<file path="src/rtl/ex_fwd_ctrl.sv">
// rtl/ex_fwd_ctrl.sv - EX-stage forwarding/load-use hazard controller with shadow pipeline
// Optional feature: EX_FWD_MERGE_EN enables merged LHB/LLB forwarding (code 11) instead of a stall.
module ex_fwd_ctrl #(
    parameter int REG_W = 4
) (
    input  logic             clk,
    input  logic             rst_n,
    input  logic [REG_W-1:0] id_rs,
    input  logic [REG_W-1:0] id_rt,
    input  logic             id_use_rs,
    input  logic             id_use_rt,
    input  logic [REG_W-1:0] id_rd,
    input  logic             id_regwrite,
    input  logic             id_memread,
    input  logic             id_lhb,
    input  logic             id_llb,
    input  logic             ex_flush,
    output logic [1:0]       forwardA,
    output logic [1:0]       forwardB,
    output logic             stall
);

    typedef struct packed {
        logic             valid;
        logic [REG_W-1:0] rd;
        logic             regwrite;
        logic             memread;
        logic             lhb;
        logic             llb;
    } entry_t;

    localparam entry_t BUBBLE = '0;

    entry_t     idex_q, idex_d;
    entry_t     exmem_q, exmem_d;
    entry_t     memwb_q, memwb_d;
    logic [1:0] fwd_a_q, fwd_a_d;
    logic [1:0] fwd_b_q, fwd_b_d;
    logic [2:0] dec_a, dec_b;

    function automatic logic is_producer(input entry_t e);
        return e.valid && e.regwrite && (e.rd != '0);
    endfunction

    // Returns {stall_request, forward_code} for one source operand.
    function automatic logic [2:0] decide(input logic [REG_W-1:0] src, input logic use_src,
                                          input entry_t idex, input entry_t exmem);
        logic m_idex;
        logic m_exmem;
        logic [2:0] res;
        m_idex  = use_src && is_producer(idex) && (idex.rd == src);
        m_exmem = use_src && is_producer(exmem) && (exmem.rd == src);
        res = 3'b000;
        if (m_idex && idex.lhb && m_exmem && exmem.llb) begin
`ifdef EX_FWD_MERGE_EN
            res = 3'b011;
`else
            res = 3'b100;
`endif
        end else if (m_idex && idex.memread) begin
            res = 3'b100;
        end else if (m_idex) begin
            res = 3'b010;
        end else if (m_exmem) begin
            res = 3'b001;
        end
        return res;
    endfunction

    always_comb begin
        dec_a = decide(id_rs, id_use_rs, idex_q, exmem_q);
        dec_b = decide(id_rt, id_use_rt, idex_q, exmem_q);
        stall = !ex_flush && (dec_a[2] || dec_b[2]);

        idex_d  = BUBBLE;
        exmem_d = idex_q;
        memwb_d = exmem_q;
        fwd_a_d = 2'b00;
        fwd_b_d = 2'b00;
        // A stalled or squashed ID instruction does not enter EX; its codes are redone next cycle.
        if (!ex_flush && !stall) begin
            idex_d.valid    = 1'b1;
            idex_d.rd       = id_rd;
            idex_d.regwrite = id_regwrite;
            idex_d.memread  = id_memread;
            idex_d.lhb      = id_lhb;
            idex_d.llb      = id_llb;
            fwd_a_d         = dec_a[1:0];
            fwd_b_d         = dec_b[1:0];
        end
    end

    always_ff @(posedge clk or negedge rst_n) begin
        if (!rst_n) begin
            idex_q  <= BUBBLE;
            exmem_q <= BUBBLE;
            memwb_q <= BUBBLE;
            fwd_a_q <= 2'b00;
            fwd_b_q <= 2'b00;
        end else begin
            idex_q  <= idex_d;
            exmem_q <= exmem_d;
            memwb_q <= memwb_d;
            fwd_a_q <= fwd_a_d;
            fwd_b_q <= fwd_b_d;
        end
    end

    // MEMWB producers are served by the regfile's write-before-read, so the entry is tracked only.
    logic unused_memwb;
    assign unused_memwb = ^memwb_q;

    assign forwardA = fwd_a_q;
    assign forwardB = fwd_b_q;

endmodule

</file>
<file path="config.mk">
export PLATFORM = sky130hd
export DESIGN_NAME = ex_fwd_ctrl
export DESIGN_NICKNAME = d
export VERILOG_FILES = /design/src/rtl/ex_fwd_ctrl.sv
export SDC_FILE = /design/constraint.sdc
export NUM_CORES = 1
export LEC_CHECK = 0
export ABC_AREA = 0
export CAP_MARGIN = 20
export CORE_MARGIN = 5
export CORE_UTILIZATION = 46
export CTS_CLUSTER_DIAMETER = 80
export DETAILED_ROUTE_END_ITERATION = 12
export PLACE_DENSITY = 0.78
export SETUP_SLACK_MARGIN = 0.02
export SYNTH_ARGS = -nofsm -noshare
export SYNTH_HDL_FRONTEND = slang
export SYNTH_SLANG_ARGS = --single-unit
</file>
<file path="constraint.sdc">
create_clock -name clk -period 5.9 [get_ports clk]
set_input_delay 0.59 -clock clk [delete_from_list [all_inputs] [get_ports clk]]
set_output_delay 0.59 -clock clk [all_outputs]
set_load 0.05 [all_outputs]
</file>
==> report_table.html, run 1 <==
<table>
<tr><th>Metric</th><th>Value</th></tr>
<tr><th colspan="2">Floorplanning</th></tr>
<tr><td>Die Height</td><td>around 54 um</td></tr>
<tr><td>Number of cell rows</td><td>15</td></tr>
<tr><td>Area of the placeable core</td><td>~1800 um^2</td></tr>
<tr><td>Total Die Area</td><td>2880 um^2</td></tr>
<tr><td>Initial core utilization</td><td>about half</td></tr>
<tr><td>Die X-Extent</td><td>between 50 and 60 um</td></tr>
<tr><td>Top Ports</td><td>26</td></tr>
<tr><th colspan="2">Setup path</th></tr>
<tr><td>CP startpoint</td><td>id_rt[1]</td></tr>
<tr><td>CP Data Arrival Time</td><td>approximately 3.1 ns</td></tr>
<tr><td>Critical path startpoint category</td><td>input port</td></tr>
<tr><td>Worst EP required</td><td>~5.3 ns</td></tr>
<tr><td>Reg-to-Reg Start</td><td>exmem_q[4]</td></tr>
<tr><td>Category of the worst setup path capture point</td><td>output port</td></tr>
<tr><td>Crit-path max FO</td><td>4</td></tr>
<tr><td>Critical path type</td><td>input port to output port</td></tr>
<tr><th colspan="2">Place</th></tr>
<tr><td>Cell area after placement</td><td>around 1100 um^2</td></tr>
<tr><td>Port-buffer cells</td><td>25</td></tr>
<tr><td>Final weighted congestion in routability-driven placement</td><td>around 0.82</td></tr>
<tr><td>Detailed Place HPWL</td><td>around 1300 um</td></tr>
<tr><th colspan="2">Synth</th></tr>
<tr><td>Cells taking the most area after synthesis</td><td>dfrtp_1, xnor2_1, xor2_1, and2_1, nor4_1</td></tr>
<tr><td>Netlist area before placement</td><td>876 um^2</td></tr>
<tr><td>Instance count of the mapped netlist</td><td>71</td></tr>
<tr><td>Synthesized netlist net count</td><td>92</td></tr>
<tr><td>Number of warning messages in the yosys log</td><td>0</td></tr>
<tr><td>Number of synthesized register bits</td><td>20</td></tr>
<tr><td>Unique masters post-synth</td><td>20</td></tr>
<tr><td>Sequential share of the synthesized area</td><td>57.1%</td></tr>
<tr><td>Synthesized area per cell</td><td>12.3 um^2</td></tr>
<tr><td>Cell type contributing the most total cell area after synthesis</td><td>dfrtp_1</td></tr>
<tr><td>Top-area cell type share of the netlist area</td><td>between 50 and 60%</td></tr>
<tr><th colspan="2">Drt</th></tr>
<tr><td>Highest signal layer in the routed design</td><td>met4</td></tr>
<tr><td>Number of vias in the routed layout</td><td>635</td></tr>
<tr><td>Router iterations before antenna repair</td><td>4</td></tr>
<tr><td>Count of routing violations after the opening detailed-route iteration</td><td>11</td></tr>
<tr><td>Routed Wire Length</td><td>1600 um</td></tr>
<tr><td>Number of nets still failing antenna checks after routing</td><td>0</td></tr>
<tr><td>Detailed-routed wire length on met3</td><td>between 100 and 150 um</td></tr>
<tr><td>Via-to-Cell Ratio</td><td>5.12</td></tr>
<tr><td>Total length of routed met2 wires</td><td>between 800 and 900 um</td></tr>
<tr><td>Detailed-route wire length per cell</td><td>approximately 13 um</td></tr>
<tr><td>Number of design rule violations left after detail routing</td><td>0</td></tr>
<tr><td>Sum of routed wire segments on met1</td><td>629 um</td></tr>
<tr><th colspan="2">STA</th></tr>
<tr><td>Total count of hold-check failures in the final report</td><td>0</td></tr>
<tr><td>Post-route clock period utilization</td><td>63.1%</td></tr>
<tr><td>Clock Skews</td><td>slightly below 0.0008 ns</td></tr>
<tr><td>Worst-margin pin slew</td><td>0.832 ns</td></tr>
<tr><td>RSZ-0062 raised after global routing</td><td>false</td></tr>
<tr><td>Shortest period the worst path allows</td><td>3.72 ns</td></tr>
<tr><td>Final number of max-transition violations</td><td>0</td></tr>
<tr><td>Setup-violating endpoint count in the final report</td><td>0</td></tr>
<tr><td>Maximum frequency from static timing analysis</td><td>around 0.27 GHz</td></tr>
<tr><td>Headroom to the max-slew limit</td><td>approximately 44%</td></tr>
<tr><td>Final sum of negative setup slack</td><td>0 ns</td></tr>
<tr><th colspan="2">Run status</th></tr>
<tr><td>Result of the run</td><td>completed</td></tr>
<tr><th colspan="2">Global routing</th></tr>
<tr><td>Aggregate global-route resource usage</td><td>between 10 and 15%</td></tr>
<tr><td>Via count of the first global-routing pass</td><td>approximately 650</td></tr>
<tr><td>First-pass GRT wire length</td><td>2720 um</td></tr>
<tr><td>Largest net degree at the start of global routing</td><td>21</td></tr>
<tr><td>Grt ovf</td><td>0</td></tr>
<tr><td>Number of antenna violations at the first check in global routing</td><td>0</td></tr>
<tr><th colspan="2">CTS</th></tr>
<tr><td>Buffer depth of the longest clock path</td><td>2</td></tr>
<tr><td>Reg clk slew, reported paths</td><td>0.11 ns</td></tr>
<tr><td>Number of cells upsized or downsized after cts</td><td>0</td></tr>
<tr><td>Clock latency at the later pin of the worst-skew pair</td><td>about 0.30 ns</td></tr>
<tr><td>Sinks on the clock net</td><td>20</td></tr>
<tr><td>TritonCTS buffer count</td><td>3</td></tr>
<tr><td>CTS tree</td><td>yes</td></tr>
<tr><td>CTS H-Tree Depth</td><td>1</td></tr>
<tr><td>Hold-fix buffer count after cts</td><td>0</td></tr>
<tr><td>Number of setup buffers added after CTS</td><td>0</td></tr>
<tr><td>Library cell used as clock root buffer</td><td>clkbuf_4</td></tr>
<tr><th colspan="2">Hold path</th></tr>
<tr><td>Class of the tightest hold or removal check</td><td>register to register</td></tr>
<tr><td>Worst hold start</td><td>exmem_d[0]</td></tr>
<tr><th colspan="2">Flow run</th></tr>
<tr><td>Total of max-cap violations</td><td>0</td></tr>
<tr><th colspan="2">Pwr</th></tr>
<tr><td>Switching share of power</td><td>22.4%</td></tr>
<tr><td>LEAKAGE</td><td>0.502 nW</td></tr>
<tr><td>Int Power</td><td>just over 200 uW</td></tr>
<tr><td>Logic gate share of total power</td><td>13.2%</td></tr>
<tr><td>Maximum ir drop on the vdd rail</td><td>around 0.14 mV</td></tr>
<tr><td>NetSw</td><td>around 58 uW</td></tr>
<tr><td>Total power consumption of the routed design</td><td>roughly 260 uW</td></tr>
<tr><td>PwrDens</td><td>about 220 nW/um^2</td></tr>
<tr><td>Register share of total power</td><td>between 50 and 60%</td></tr>
<tr><td>Part of the power in the clock network</td><td>between 30% and 40%</td></tr>
<tr><th colspan="2">Cells and area</th></tr>
<tr><td>Multi-input combinational cell area</td><td>between 300 and 400 um^2</td></tr>
<tr><td>Fraction of final layout cells with drive strength greater than 1</td><td>slightly above 8%</td></tr>
<tr><td>Area Growth Syn to Fin</td><td>35.4%</td></tr>
<tr><td>Flip-flop and latch area</td><td>approximately 500 um^2</td></tr>
<tr><td>Final Instance Area</td><td>1190 um^2</td></tr>
<tr><td># nets final</td><td>about 120</td></tr>
<tr><td>Filler cells</td><td>about 150</td></tr>
<tr><td>Final antenna diode count</td><td>0</td></tr>
</table>
-- cell type report --
cell class              instances  share of cell area, %
clock buffers                   4                   3.06
repair buffers                 25                   21.1
well taps                      25                   2.64
flip-flops and latches         20                   42.2
multi-input cells              50                   31.0
-- registers in the layout, summed over array words and instances (netlist names) --
| register | flops |
|---|---|
| forwardA | 2 |
| exmem_d | 9 |
| forwardB | 2 |
| exmem_q | 7 |
-- power groups by stage --
| stage | registers (mW) | clock network (mW) | logic (mW) |
|---|---|---|---|
| 2_1_floorplan | 0.149 | 0 | 0.0155 |
| 3_3_place_gp | 0.150 | 0 | 0.0346 |
| 3_5_place_dp | 0.150 | 0 | 0.0348 |
| 4_1_cts | 0.148 | 0.0820 | 0.0350 |
| 5_1_grt | 0.148 | 0.0864 | 0.0384 |
| 6_report | 0.148 | 0.0782 | 0.0343 |
-- final timing paths --
kind,end,slack [ns],cells after the start
max reg2reg,forwardB[0],3.72,6
max in group asynchronous,exmem_d[5],4.63,1
max,stall,2.18,7
min,exmem_q[0],0.36,0
min in group asynchronous,forwardB[1],0.76,1
min reg2reg,exmem_q[0],0.36,0
-- kinds of logic after synthesis --
kind of cell	Yosys count	share of synthesized area [%]
simple gates	30	23.3
buf+inv	1	0.857
xor+xnor	16	16.0
flops	20	57.1
compound gates	4	2.71
-- cell usage in the layout, fill, tap and decap left out, drive strengths merged --
cell and count:
and4 1, nor2b 1, and4bb 1, nor4 4, nor2 2, dfrtp 20
nand2 4, clkdlybuf4s50 25, xnor2 8, nand3 2, nor3 1, and3b 1
a32oi 1, or4 1, clkbuf 4, o21ai 1, nand4 3, and2 8
nor4b 1, xor2 8, a21oi 2
-- cell usage after synthesis, drive strengths merged --
| master | n |
|---|---|
| and4bb | 1 |
| and3b | 1 |
| buf | 1 |
| nor2b | 1 |
| dfrtp | 20 |
| or4 | 1 |
| nor2 | 2 |
| nor3 | 1 |
| xnor2 | 8 |
| nand3 | 2 |
| nor4b | 1 |
| and2 | 8 |
| xor2 | 8 |
| o21ai | 1 |
| nand4 | 3 |
| a32oi | 1 |
| and4 | 1 |
| nor4 | 4 |
| nand2 | 4 |
| a21oi | 2 |
-- per-layer routing --
metal / vias to the layer above / GRT usage, %
met3: 5 / 3.32
met5: - / 0
met2: 21 / 24.5
li1: 304 / -
met1: 305 / 14.5
met4: 0 / 8.94
-- metrics by stage --
stage	setup WS [ns]	cells	hold WS, ns	utilization, %
global placement	2.23	120	0.332	65.2
CTS	2.18	124	0.364	67.2
detailed placement	2.18	120	0.338	65.2
floorplan	3.07	71	0.294	-
finish	2.18	124	0.361	67.2
global route	2.02	124	0.379	67.2
-- worst max-delay path, cell delays in order --
cell             delay [ns]
clkdlybuf4s50_1        0.52
xnor2_1                0.13
nand4_1                0.11
nor4_1                 0.58
o21ai_0                0.21
a21oi_1                0.18
clkdlybuf4s50_1        0.82
(Power assumes the default switching activity.)
==> inputs of run 2 (changes only) <==
--- a/config.mk
+++ b/config.mk
@@ -8,10 +8,10 @@
 export ABC_AREA = 0
 export CAP_MARGIN = 20
 export CORE_MARGIN = 5
-export CORE_UTILIZATION = 46
+export CORE_UTILIZATION = 45
 export CTS_CLUSTER_DIAMETER = 80
 export DETAILED_ROUTE_END_ITERATION = 12
-export PLACE_DENSITY = 0.78
+export PLACE_DENSITY = 0.77
 export SETUP_SLACK_MARGIN = 0.02
 export SYNTH_ARGS = -nofsm -noshare
 export SYNTH_HDL_FRONTEND = slang
==> constraint.sdc (replaced) <==
create_clock -name clk -period 3.8 [get_ports clk]
set_input_delay 0.38 -clock clk [delete_from_list [all_inputs] [get_ports clk]]
set_output_delay 0.38 -clock clk [all_outputs]
set_load 0.05 [all_outputs]
==> report_table.html, run 2 (synthesis results as in run 1) <==
<table>
<tr><th>Metric</th><th>Value</th></tr>
<tr><th colspan="2">STA</th></tr>
<tr><td>RSZ-0062 raised after global routing</td><td>false</td></tr>
<tr><td>Post-route clock period utilization</td><td>between 80% and 90%</td></tr>
<tr><td>Maximum frequency from static timing analysis</td><td>just over 0.3 GHz</td></tr>
<tr><td>Worst-margin pin slew</td><td>0.833 ns (+0.00117 ns)</td></tr>
<tr><td>Clock Skews</td><td>0.00378 ns (+0.00300 ns)</td></tr>
<tr><td>Final sum of negative setup slack</td><td>0 ns (unchanged)</td></tr>
<tr><td>Setup-violating endpoint count in the final report</td><td>0 (unchanged)</td></tr>
<tr><td>Headroom to the max-slew limit</td><td>44.3% (-0.078 points)</td></tr>
<tr><td>Total count of hold-check failures in the final report</td><td>0 (unchanged)</td></tr>
<tr><td>Final number of max-transition violations</td><td>0 (unchanged)</td></tr>
<tr><td>Shortest period the worst path allows</td><td>between 3 and 4 ns</td></tr>
<tr><th colspan="2">CTS</th></tr>
<tr><td>Library cell used as clock root buffer</td><td>clkbuf_4</td></tr>
<tr><td>CTS H-Tree Depth</td><td>1 (unchanged)</td></tr>
<tr><td>CTS tree</td><td>yes</td></tr>
<tr><td>Buffer depth of the longest clock path</td><td>2 (unchanged)</td></tr>
<tr><td>Sinks on the clock net</td><td>20 (unchanged)</td></tr>
<tr><td>Reg clk slew, reported paths</td><td>0.10 ns (about the same)</td></tr>
<tr><td>Clock latency at the later pin of the worst-skew pair</td><td>0.29 ns (about the same)</td></tr>
<tr><td>Number of setup buffers added after CTS</td><td>0 (unchanged)</td></tr>
<tr><td>Number of cells upsized or downsized after cts</td><td>0 (unchanged)</td></tr>
<tr><td>Hold-fix buffer count after cts</td><td>0 (unchanged)</td></tr>
<tr><td>TritonCTS buffer count</td><td>3 (unchanged)</td></tr>
<tr><th colspan="2">Setup path</th></tr>
<tr><td>Crit-path max FO</td><td>4 (unchanged)</td></tr>
<tr><td>Number of cell instances on the worst register-to-register path</td><td>6 (unchanged)</td></tr>
<tr><td>CP Data Arrival Time</td><td>2.89 ns (-0.24 ns)</td></tr>
<tr><td>Setup crit end</td><td>stall</td></tr>
<tr><td>Reg2Reg Setup Slack</td><td>1.60 ns (-2.12 ns)</td></tr>
<tr><td>Category of the worst setup path capture point</td><td>output port</td></tr>
<tr><td>Critical path type</td><td>input port to output port</td></tr>
<tr><td>Slowest CP cell</td><td>clkdlybuf4s50_1</td></tr>
<tr><td>Peak per-stage delay on the critical path</td><td>0.81 ns (about the same)</td></tr>
<tr><td>Critical path startpoint category</td><td>input port</td></tr>
<tr><td>Worst EP required</td><td>3.42 ns (-1.89 ns)</td></tr>
<tr><td>CP startpoint</td><td>id_rt[1]</td></tr>
<tr><td>Critical Path, Cell by Cell</td><td>clkdlybuf4s50_1 &gt; xnor2_1 &gt; nand4_1 &gt; nor4_1 &gt; o21ai_0 &gt; a21oi_1 &gt; clkdlybuf4s50_1</td></tr>
<tr><td>Reg-to-Reg Start</td><td>exmem_q[4]</td></tr>
<tr><td>Most repeated library cell on the critical path</td><td>clkdlybuf4s50_1</td></tr>
<tr><td>R2r endpoint</td><td>forwardB[0]</td></tr>
<tr><th colspan="2">Drt</th></tr>
<tr><td>Number of design rule violations left after detail routing</td><td>0 (unchanged)</td></tr>
<tr><td>Number of nets still failing antenna checks after routing</td><td>0 (unchanged)</td></tr>
<tr><td>Count of routing violations after the opening detailed-route iteration</td><td>4 (-7)</td></tr>
<tr><td>Router iterations before antenna repair</td><td>5 (+1)</td></tr>
<tr><td>Routed Wire Length</td><td>1620 um (+0.81%)</td></tr>
<tr><td>Number of vias in the routed layout</td><td>638 (+0.47%)</td></tr>
<tr><td>Detailed-route wire length per cell</td><td>12.8 um (-0.79%)</td></tr>
<tr><td>Via-to-Cell Ratio</td><td>5.06 (-1.1%)</td></tr>
<tr><th colspan="2">Place</th></tr>
<tr><td>Final weighted congestion in routability-driven placement</td><td>0.816 (-0.28%)</td></tr>
<tr><td>Detailed Place HPWL</td><td>1290 um (+1.1%)</td></tr>
<tr><td>Port-buffer cells</td><td>25 (unchanged)</td></tr>
<tr><th colspan="2">Run status</th></tr>
<tr><td>Result of the run</td><td>completed</td></tr>
<tr><th colspan="2">Global routing</th></tr>
<tr><td>Number of antenna violations at the first check in global routing</td><td>0 (unchanged)</td></tr>
<tr><td>Aggregate global-route resource usage</td><td>13.1% (-0.68 points)</td></tr>
<tr><td>Largest net degree at the start of global routing</td><td>21 (unchanged)</td></tr>
<tr><td>Grt ovf</td><td>0 (unchanged)</td></tr>
<tr><td>First-pass GRT wire length</td><td>2700 um (-0.77%)</td></tr>
<tr><td>Via count of the first global-routing pass</td><td>641 (-2.0%)</td></tr>
<tr><th colspan="2">Floorplanning</th></tr>
<tr><td>Number of cell rows</td><td>16 (+1)</td></tr>
<tr><td>Top Ports</td><td>26 (unchanged)</td></tr>
<tr><td>Die X-Extent</td><td>54.1 um (+0.89%)</td></tr>
<tr><td>Area of the placeable core</td><td>1900 um^2 (+7.8%)</td></tr>
<tr><td>Initial core utilization</td><td>46.1% (-3.6 points)</td></tr>
<tr><td>Die Height</td><td>54.1 um (+0.89%)</td></tr>
<tr><td>Total Die Area</td><td>2930 um^2 (+1.8%)</td></tr>
<tr><th colspan="2">Pwr</th></tr>
<tr><td>LEAKAGE</td><td>0.502 nW (unchanged)</td></tr>
<tr><td>PwrDens</td><td>339 nW/um^2 (+55%)</td></tr>
<tr><td>Total power consumption of the routed design</td><td>403 uW (+55%)</td></tr>
<tr><td>Maximum ir drop on the vdd rail</td><td>0.277 mV (+99%)</td></tr>
<tr><th colspan="2">Cells and area</th></tr>
<tr><td>Largest register FFs</td><td>9 (unchanged)</td></tr>
<tr><td>Fraction of final layout cells with drive strength greater than 1</td><td>8.08% (unchanged)</td></tr>
<tr><td>Final antenna diode count</td><td>0 (unchanged)</td></tr>
<tr><td>Most common cell after layout, fill and taps aside</td><td>clkdlybuf4s50_1</td></tr>
<tr><td>Top library cells by usage in the layout, fill and taps aside</td><td>clkdlybuf4s50_1, dfrtp_1, xor2_1, xnor2_1, and2_1</td></tr>
<tr><td>Area Growth Syn to Fin</td><td>35.7%</td></tr>
<tr><td># nets final</td><td>121 (unchanged)</td></tr>
<tr><td>Filler cells</td><td>158 (+3.9%)</td></tr>
<tr><th colspan="2">Hold path</th></tr>
<tr><td>Class of the tightest hold or removal check</td><td>register to register</td></tr>
<tr><th colspan="2">Flow run</th></tr>
<tr><td>Total of max-cap violations</td><td>0 (unchanged)</td></tr>
</table>
## run 2: cell counts in the layout (fill, tap and decap cells not counted)
Identical to the previous run, type by type.
## run 2: worst min path at each step
stage	start	end	slack, ns	cells past startpoint
2_1_floorplan	rst_n	exmem_d[0]	0.08	0
3_3_place_gp	exmem_d[0]	exmem_q[0]	0.33	0
3_5_place_dp	exmem_d[0]	exmem_q[0]	0.34	0
4_1_cts	exmem_d[0]	exmem_q[0]	0.36	0
5_1_grt	exmem_d[0]	exmem_q[0]	0.39	0
6_report	exmem_d[0]	exmem_q[0]	0.36	0
## run 2: area by class of cell
cell class | instances | area (um^2) | area share [%]
clock buffers | 4 | 36.3 | 3.05
multi-input cells | 50 | 368 | 30.9
flip-flops and latches | 20 | 500 | 42.1
well taps | 27 | 33.8 | 2.84
repair buffers | 25 | 250 | 21.1
## run 2: stage by stage
step | instances | utilization, % | worst slack, ns | instance area (um^2) | hold WS [ns]
finish | 126 | 62.5 | 0.528 | 1190 | 0.358
global route | 126 | 62.5 | 0.287 | 1190 | 0.388
CTS | 126 | 62.5 | 0.520 | 1190 | 0.361
detailed placement | 122 | 60.6 | 0.507 | 1150 | 0.337
global placement | 122 | 60.6 | 0.534 | 1150 | 0.335
floorplan | 71 | - | 1.33 | 876 | 0.0844
## run 2: per-layer routing
metal | vias to the layer above | wire, um | track usage (%)
met3 | 0 | 124 | 3.60
met5 | - | 0 | 0
li1 | 306 | - | -
met4 | 0 | 0 | 3.73
met2 | 19 | 824 | 24.8
met1 | 313 | 667 | 14.1
## run 2: report_power, final
| part | switching [mW] | total (mW) | internal [mW] |
|---|---|---|---|
| sequential | 0.00755 | 0.229 | 0.221 |
| combinational | 0.0212 | 0.0545 | 0.0333 |
| clock | 0.0609 | 0.119 | 0.0584 |
## run 2: worst max-delay path: cells and delay by family
| family | cells | cell delay (ns) |
|---|---|---|
| AOI/OAI and AO/OA | 2 | 0.37 |
| and+or+nand+nor | 2 | 0.66 |
| xor gates and xnor gates | 1 | 0.14 |
| buffers and inverters | 2 | 1.35 |
